==> src/rtl/matriz_scan_capture.sv <==
// Receive side of the column-scanned LED matrix: rebuilds the five column bitmaps
// from the row lines and one-hot column strobes, publishing only complete in-order frames.
//
// state    | meaning
// EXPECT_0 | waiting for column 0 (start of frame)
// EXPECT_1 | column 0 stored, waiting for column 1
// EXPECT_2 | columns 0..1 stored, waiting for column 2
// EXPECT_3 | columns 0..2 stored, waiting for column 3
// EXPECT_4 | columns 0..3 stored, column 4 completes the frame
module matriz_scan_capture #(
    parameter int STABLE_CYCLES = 2,
    parameter int CNT_W         = 4
) (
    input  logic       clk,
    input  logic       reset,
    input  logic       enable,
    input  logic [6:0] linhas,
    input  logic [4:0] colunas,
    output logic [6:0] mapa0,
    output logic [6:0] mapa1,
    output logic [6:0] mapa2,
    output logic [6:0] mapa3,
    output logic [6:0] mapa4,
    output logic       frame_valid,
    output logic       seq_error,
    output logic [7:0] frame_count
);

    typedef enum logic [2:0] {
        EXPECT_0 = 3'd0,
        EXPECT_1 = 3'd1,
        EXPECT_2 = 3'd2,
        EXPECT_3 = 3'd3,
        EXPECT_4 = 3'd4
    } state_t;

    localparam logic [CNT_W-1:0] STABLE = CNT_W'(STABLE_CYCLES);

    state_t           state_q, state_d;
    logic [4:0]       last_col_q;
    logic [CNT_W-1:0] cnt_q, cnt_d;
    logic [3:0][6:0]  shadow_q, shadow_d;
    logic [4:0][6:0]  mapa_q, mapa_d;
    logic             frame_valid_q, frame_valid_d;
    logic             seq_error_q, seq_error_d;
    logic [7:0]       frame_count_q, frame_count_d;

    logic       one_hot;
    logic       multi_hot;
    logic       same_col;
    logic       capture;
    logic [2:0] col_idx;

    assign one_hot   = (colunas != 5'd0) && ((colunas & (colunas - 5'd1)) == 5'd0);
    assign multi_hot = (colunas != 5'd0) && !one_hot;
    assign same_col  = (colunas == last_col_q);

    always_comb begin
        col_idx = 3'd0;
        for (int i = 0; i < 5; i++) begin
            if (colunas[i]) col_idx = 3'(i);
        end
    end

    // Capture fires only on the edge the dwell first reaches STABLE, never again while held.
    always_comb begin
        cnt_d   = '0;
        capture = 1'b0;
        if (enable && one_hot) begin
            if (same_col) cnt_d = (cnt_q >= STABLE) ? cnt_q : cnt_q + CNT_W'(1);
            else          cnt_d = CNT_W'(1);
            capture = (cnt_d == STABLE) && !(same_col && (cnt_q == STABLE));
        end
    end

    always_comb begin
        state_d       = state_q;
        shadow_d      = shadow_q;
        mapa_d        = mapa_q;
        frame_valid_d = 1'b0;
        seq_error_d   = 1'b0;
        frame_count_d = frame_count_q;
        if (!enable) begin
            state_d = EXPECT_0;
        end else if (multi_hot) begin
            state_d     = EXPECT_0;
            seq_error_d = !same_col;
        end else if (capture) begin
            if (col_idx == state_q) begin
                if (state_q == EXPECT_4) begin
                    mapa_d[3:0]   = shadow_q;
                    mapa_d[4]     = linhas;
                    frame_valid_d = 1'b1;
                    frame_count_d = frame_count_q + 8'd1;
                    state_d       = EXPECT_0;
                end else begin
                    shadow_d[col_idx[1:0]] = linhas;
                    state_d                = state_t'(state_q + 3'd1);
                end
            end else if (col_idx == 3'd0) begin
                shadow_d[0] = linhas;
                state_d     = EXPECT_1;
                seq_error_d = 1'b1;
            end else begin
                state_d     = EXPECT_0;
                seq_error_d = 1'b1;
            end
        end
    end

    always_ff @(posedge clk) begin
        if (reset) begin
            state_q       <= EXPECT_0;
            last_col_q    <= '0;
            cnt_q         <= '0;
            shadow_q      <= '0;
            mapa_q        <= '0;
            frame_valid_q <= 1'b0;
            seq_error_q   <= 1'b0;
            frame_count_q <= '0;
        end else begin
            state_q       <= state_d;
            last_col_q    <= colunas;
            cnt_q         <= cnt_d;
            shadow_q      <= shadow_d;
            mapa_q        <= mapa_d;
            frame_valid_q <= frame_valid_d;
            seq_error_q   <= seq_error_d;
            frame_count_q <= frame_count_d;
        end
    end

    assign mapa0       = mapa_q[0];
    assign mapa1       = mapa_q[1];
    assign mapa2       = mapa_q[2];
    assign mapa3       = mapa_q[3];
    assign mapa4       = mapa_q[4];
    assign frame_valid = frame_valid_q;
    assign seq_error   = seq_error_q;
    assign frame_count = frame_count_q;

endmodule

==> config.mk <==
export PLATFORM = sky130hd
export DESIGN_NAME = matriz_scan_capture
export DESIGN_NICKNAME = d
export VERILOG_FILES = /design/src/rtl/matriz_scan_capture.sv
export SDC_FILE = /design/constraint.sdc
export NUM_CORES = 1
export LEC_CHECK = 0
export ABC_AREA = 1
export CAP_MARGIN = 25
export CORE_MARGIN = 2
export CORE_UTILIZATION = 50
export CTS_BUF_LIST = sky130_fd_sc_hd__clkbuf_8
export DETAILED_ROUTE_END_ITERATION = 10
export PLACE_DENSITY = 0.8
export SKIP_CTS_REPAIR_TIMING = 1
export SLEW_MARGIN = 10
export SYNTH_ARGS = -nofsm -noshare
export SYNTH_HDL_FRONTEND = slang
export SYNTH_SLANG_ARGS = --single-unit
==> constraint.sdc <==
create_clock -name clk -period 1.8 [get_ports clk]
set_input_delay 0.18 -clock clk [delete_from_list [all_inputs] [get_ports clk]]
set_output_delay 0.18 -clock clk [all_outputs]
set_load 0.005 [all_outputs]
After elaboration in Yosys (flattened, before gate mapping):

Index checks and enable logic that the tools add are counted.

* bits in registers: 85
* bits of input ports: 15
* output and inout port bits: 45
* logic and storage cells: 76

* $add $sub $neg: 4
* $lt $le $gt $ge: 3
* equality and inequality tests: 6
* muxes and demuxes: 21
* bitwise gates (word level): 7
* reduce and logical (&&, ||, !) cells: 20

Operator list (count)
* 28-bit bitwise mux: 1
* 7-bit two-way mux: 4
* 3-bit two-way mux: 5
* 5-bit AND reduction: 3
* 7-bit demux with 2-bit select: 1
* 4-bit two-way mux: 3
* 8-bit by 1-bit adder with 8-bit output (second input constant): 1
* 4-bit by 2-bit equality test with 1-bit output (second input constant): 2
* 1-bit two-way mux: 7
* 1-bit logical AND: 6
* 1-bit inverter: 6
* 5-bit AND: 1
* 5-bit equality test: 1
* 5-bit logical NOT: 1
* 5-bit nonzero test: 1
* 5-bit OR reduction: 1
* 5-bit by 1-bit subtractor with 5-bit output (second input constant): 1
* 4-bit by 1-bit adder with 4-bit output (second input constant): 1
* 4-bit by 2-bit >= comparator with 1-bit output (second input constant): 1
* 2-bit OR reduction: 2
* 3-bit by 1-bit adder with 3-bit output (second input constant): 1
* 3-bit equality test: 1
* 3-bit equality test (second input constant): 1
* 1-bit logical NOT: 3
* 6 further kinds: 6

Depth between registers and ports, before layout:

* word-level depth: 11
* mapped depth: 15
* gate-level depth less buffers: 13

Worst setup path after synthesis:

No wires, ideal clock.

* path type: register -> register
* start: register cnt_q[0]
* end: register shadow_q[14] in the netlist's numbering
* setup time: 0.113 ns
* data arrival time: 1.757 ns
* slack: -0.070 ns
* stages on the path, launching flop included: 15
* buffers on the path: 2
* clock period less this slack: 1.870 ns
* path through: dfxtp_1 -> inv_1 -> ha_1 -> inv_1 -> nand3_1 -> nand2_1 -> nand3b_1 -> nor2_2 -> nand3_4 -> nor2_4 -> buf_6 -> nand3_4 -> buf_6 -> nor2_1 -> nor2_1

* cells in the longest elaborated chain, start to end: 8
* elaborated cells on any way between the ends: 12
* classes of those cells: add/sub: 1; order compare: 1; eq/ne: 2; mux: 4; reduce/logical: 4

Ends and longest elaborated chain
* start: declaration: line 41 `logic [CNT_W-1:0] cnt_q, cnt_d;`
* start signal: assignment: line 124 `cnt_q <= cnt_d;`
* 4-bit by 1-bit adder with 4-bit output / 4-bit by 2-bit >= comparator with 1-bit output (equally long branches): line 70 `if (same_col) cnt_d = (cnt_q >= STABLE) ? cnt_q : cnt_q + CNT_W'(1);`
* 4-bit two-way mux (2 in series): line 70
* 4-bit two-way mux: line 69 `if (enable && one_hot) begin`
* 4-bit by 2-bit equality test with 1-bit output: line 72 `capture = (cnt_d == STABLE) && !(same_col && (cnt_q == STABLE));`
* 1-bit logical AND *: line 72
* 1-bit two-way mux *: line 69
* 5-bit AND reduction (no source line) *
* end signal: assignment: line 125 `shadow_q <= shadow_d;`
* end: declaration: line 42 `logic [3:0][6:0] shadow_q, shadow_d;`

Mark *: on every way between the ends. The rest lies on a longest branch, timed or not. The select of a mux whose other input is x is not followed.
A chain may end at the register's enable or synchronous reset.

Final worst setup path:

* start: register cnt_q[0]
* end: register mapa_q, in the netlist mapa0[1]

* cells in the longest elaborated chain, start to end: 8
* elaborated cells on any way between the ends: 12
* classes of those cells: add/sub: 1; order compare: 1; eq/ne: 2; mux: 4; reduce/logical: 4

Ends and longest elaborated chain
* 4-bit by 1-bit adder with 4-bit output / 4-bit by 2-bit >= comparator with 1-bit output (equally long branches): line 70
* 4-bit two-way mux (2 in series): line 70
* 4-bit two-way mux: line 69
* 4-bit by 2-bit equality test with 1-bit output: line 72
* 1-bit logical AND *: line 72
* 1-bit two-way mux *: line 69
* 5-bit AND reduction (no source line) *
* end signal: assignment: line 126 `mapa_q <= mapa_d;`
* end: declaration: line 43 `logic [4:0][6:0] mapa_q, mapa_d;`

Marks and branches as above.

==> results.md <==
* Share of cells above drive strength 1 at 21.8%
* Post-synth top cells: 192 x nand2_1, 108 x nor2_1, 99 x inv_1
* Root Driver: clkbuf_8
* Worst reg2reg path depth at 15
* Die Area at 8500 µm²
* CTS H-Tree Depth at 3
* Grt ovf at 0
* Crit path time final at 2.00 ns
* Average cell area after synthesis at 6.52 µm²
* Die Width at 92.2 µm
* CP Max Fanout at 19
* Leading area contributor after synthesis: dfxtp_1
* Clk_skew at 0.0145 ns
* Initial antenna violation count at 0
* Uppermost layer routed: met4
* Leakage power at 0.00266 µW
* Num CTS Buffers at 9
* Placer congestion estimate at 0.846
* Crit-path cells: inv_2 > ha_4 > inv_4 > nand3_2 > nand2_2 > nand2_2 > nor2_2 > nand2_1 > nor2_2 > nand4_4 > buf_12 > clkbuf_16 > nand2_1 > nand2_1 > a21oi_1
* Placed cells at 772
* # rows at 32
* Endpoint class of the critical path: flop
* Cells after synthesis at 597
* FFs w/ async S/R, synth at 0%
* Max IR drop VDD at 345 µV
* Final hold vios at 0
* Vias post-DR at 3859
* Area contributors post-synth: dfxtp_1 44%, nand2_1 19%, nor2_1 10%, inv_1 9.5%, a21oi_1 4.4%
* Worst path slowest cell: dfxtp_2
* Fmax at 0.501 GHz
* Clock-pin slew on the worst setup and hold paths at 0.09 ns
* Synth top area share at 43.7%
* Crit Path Class: reg -> reg
* Number of inserted diodes at 0
* Crit path top cell by count: nand2_1
* Initial drt markers at 254
* Largest net degree at the start of global routing at 39
* Final setup vio count at 72
* Worst slack at placement at -0.476 ns
* Met2 Routed Length at 5.14 mm
* Die height at 92.2 µm
* Clock buffer depth at 2
* Multi-input combinational cell area at 1980 µm²
* Main synth FF type: dfxtp_1
* Max incr delay on CP at 0.34 ns
* Final Max Tran Viols at 0
* CTS tree: done
* Power density cells at 638 nW/µm²
* Sink Count at 85
* Clk_lat worst skew at 0.37 ns
* Synthesis-stage register bit count at 85
* WL/cell at 12.9 µm
* Area Growth Syn to Fin at 41.6%
* Met3 Routed Length at 427 µm
* Fin cells at 800
* Outcome: finished with violations
* Max_cap viols at 0
* Critical path data arrival time at 2.29 ns
* Synthesized Nets at 617
* Post-Route WL at 10.3 mm
* Crit share post-route at 111%
* Distinct cells, synth at 25
* Core box area at 7650 µm²
* Area occupied by registers at 1700 µm²
* EDFF count, synth at 0
* # fillers at 549
* Hold Path Cell Cnt at 3
* M1 wire length at 4.48 mm
* Tot GR Track Use at 21.6%
* RSZ-0062 raised after global routing: yes
* Pre-antenna DRT Iters at 4
* DRC viols at 0
* Hold Slack at 0.169 ns
* Vias per cell at 4.82
* Worst slew margin at 67.1%
* Failing checks: negative setup slack
* IO Count at 60
* Post-DP HPWL at 6.20 mm
* Hold crit path type: in -> reg
* Antenna Nets Post-Route at 0
* Worst Tran Pin Value at 0.491 ns
* Syn. warnings at 0
* First-pass GRT wire length at 14.8 mm
* Mapped Area at 3890 µm²
* Vias in the first global route at 3362
* Post-layout nets at 713
* CP Data Required Time at 2.09 ns
* I/O Buffers at 59
* Overall power at 3520 µW
* Setup WS post-layout at -0.197 ns
* Critical path startpoint category: flop
* Cell with the most instances after synthesis: nand2_1
* Starting Density at 50.9%
* Sequential area share after synthesis at 43.7%
[flip-flops by register name, indices dropped and copies added (netlist names)]
name         cells
shadow_q        28
frame_count      8
mapa4            7
last_col_q       5
mapa2            7
mapa0            7
mapa3            7
mapa1            7
state_q          3
seq_error        1
cnt_q            4
frame_valid      1
[path summary, 6_finish.rpt]
check	end	start	slack [ns]
max	mapa0[1]$_SDFFE_PP0P_	cnt_q[0]$_SDFF_PP0_	-0.20
min	last_col_q[2]$_SDFF_PP0_	colunas[2]	0.17
max reg2reg	mapa0[1]$_SDFFE_PP0P_	cnt_q[0]$_SDFF_PP0_	-0.20
min reg2reg	mapa3[4]$_SDFFE_PP0P_	shadow_q[25]$_SDFFE_PP0P_	0.44
[layout make-up]
| cell class | count | share of cell area [%] |
|---|---|---|
| multi-input cells | 387 | 36.0 |
| flip-flops and latches | 85 | 30.9 |
| repair buffers | 103 | 19.7 |
| inverters | 107 | 7.38 |
| well taps | 102 | 2.32 |
| clock buffers | 9 | 2.25 |
| clock inverters | 7 | 1.48 |
[worst max-delay path, delay by kind of cell, from the launching register on]
family / cells / cell delay (ns)
AO/OA/AOI/OAI: 1 / 0.14
adder cells (fa/ha/maj): 1 / 0.16
buffers and inverters: 4 / 0.46
flip-flops: 1 / 0.34
AND/OR/NAND/NOR: 9 / 0.82
[kinds of logic after synthesis]
kind of cell / share of synthesized area (%)
AOI/OAI and AO/OA: 5.59
DFF: 43.7
adders and majority gates: 1.61
buffers and inverters: 13.0
and+or+nand+nor: 35.4
xor gates and xnor gates: 0.675
[layer usage]
layer	vias up	global-route usage, %
li1	1965	-
met3	25	4.68
met5	-	0
met2	101	36.7
met1	1768	27.1
met4	0	7.34
[placed cells by master (no fill, tap or decap), drive strengths merged, types with 7 or more instances in the layout]
master / n
clkdlybuf4s50: 56
dfxtp: 85
clkbuf: 13
o21ai: 7
inv: 109
a21oi: 34
buf: 40
nand3: 20
nor2: 115
nand2: 193
[report_power, final]
part           switching [µW]  internal [µW]  total, µW  leakage (µW)
clock network             746            661       1410      0.000106
registers                4.21           1890       1890      0.000687
logic                     134           85.7        219       0.00187
[metrics by stage]
| step | instance area, µm² | utilization, % | TNS, ns |
|---|---|---|---|
| floorplan | 3910 | - | 0 |
| global placement | 4820 | 63.0 | -23.25 |
| detailed placement | 4820 | 63.0 | -31.05 |
| CTS | 5020 | 65.7 | -5.53 |
| global route | 5510 | 72.1 | -14.44 |
| finish | 5510 | 72.1 | -7.15 |
No activity file was read; power rests on OpenSTA's default activity.
==> RTL edit: new RTL, config.mk and constraints unchanged <==
Set the parameter `CNT_W` to 6 (it was 4).
--- a/src/rtl/matriz_scan_capture.sv
+++ b/src/rtl/matriz_scan_capture.sv
@@ -10,5 +10,5 @@
 module matriz_scan_capture #(
     parameter int STABLE_CYCLES = 2,
-    parameter int CNT_W         = 4
+    parameter int CNT_W         = 6
 ) (
     input  logic       clk,
Formal check against the unedited RTL: same outputs for any inputs over 4 cycles, from zero or initial values and one cycle with reset high; that may be too few to reach the edited logic, so the function may still have changed.
==> RTL edit against the original RTL <==
- the flow still finishes with violations (negative setup slack)
- final area is 3.9% higher
- setup slack worse by 0.14 ns
- power is 1.4% lower
- sequential cell count is 2 higher
- routed wire length is 8.0% higher
- count of clock-buffer cells in the layout stayed put
- synthesized area is 3.7% higher
==> RTL edit: results <==
[outcome]
status = "complete, but fails checks"
violations = "negative setup slack"

[detailed_routing]
wl_met3_um = 708
wl_um = 11100
met1_length_um = 4770
wl_met2_um = 5420
dr.pass1.iters = 5
num_vias = 4169
drt-initial-drc-count = 250

[global_route]
grt_first_pass_wirelength_um = 15600
grt_pass1_vias = 3623
grt_max_degree = 64
use_met3_pct = 3.61
met1_usage_pct = 29.5

[timing]
holdWs_ns = 0.159
fin_tns_setup_ns = -18.68
setup_violations = 75
finalWorstSetupSlack_ns = -0.341
slew_headroom_pct = 69.2

[min_path]
worst_hold_path.endpoint = "last_col_q[0]"
min_from = "colunas[0]"

[layout]
insertedDiodeCount = 0
clockNetworkAreaShare_pct = 3.17
syn_to_final_growth_pct = 41.8
multi_input_area_share_pct = 37.5
ff_latch_area_mm2 = 0.00174
instances_no_fill = 847
buffer_area_share_pct = 19.6
final_net_count = 760
final_layout_size_suffix_gt1_share_pct = 23.0
fillerInstances = 552
buffers = 107
multi_input_comb_cells = 428

[setup_path]
critPathMaxFanout = 9
worstPathArrival_ns = 2.39
r2r_cells = 13
path_delay_family = "simple AND/OR/NAND/NOR gates"
worstReg2RegEnd = "shadow_q[27]"

[placement]
hpwl_um = 6360
pre_cts_slack_ns = -0.673
dp.cells = 817
gp_congestion = 0.908
place_area_mm2 = 0.00504

[power_and_ir_drop]
p_leak_uw = 0.00292
switchingPower_uw = 919
ir_worst_vdd_uv = 408

[synthesis]
synth_area_mm2 = 0.00404
synth_area_leaders = "dfxtp_1 43%, nand2_1 17%, nor2_1 16%"
yosysSeqAreaShare_pct = 43.1
syn-num-nets = 659
[RTL edit: changes by cell type after synthesis, moves of 2 or more]
cell,unedited run,this run
nand4_1,4,7
buf_6,3,0
nor3_1,2,4
o21ai_1,0,3
nand2_1,192,188
nand3_4,3,0
a21oi_1,34,6
nand4_2,1,4
dfxtp_1,85,87
nor2_1,108,175
buf_2,4,8
a31oi_1,2,0
o21ai_0,7,4
[RTL edit: power by group through the flow]
stage          logic (µW)  clock network [µW]  registers [µW]
3_5_place_dp          226                   0            1980
5_1_grt               273                1390            1940
4_1_cts               228                1300            1940
3_3_place_gp          222                   0            1980
2_1_floorplan         106                   0            1980
6_report              252                1280            1940
[RTL edit: logic make-up (layout without fill, tap and decap cells)]
kind of cell    count (synthesis)  count (layout)  share of synthesized area (%)
buf+inv                       127             230                           12.2
flops                          87              87                           43.1
fa+ha+maj                       5               5                           1.55
simple gates                  402             405                           40.5
xor+xnor                        3               3                          0.651
compound gates                 15              15                           1.95
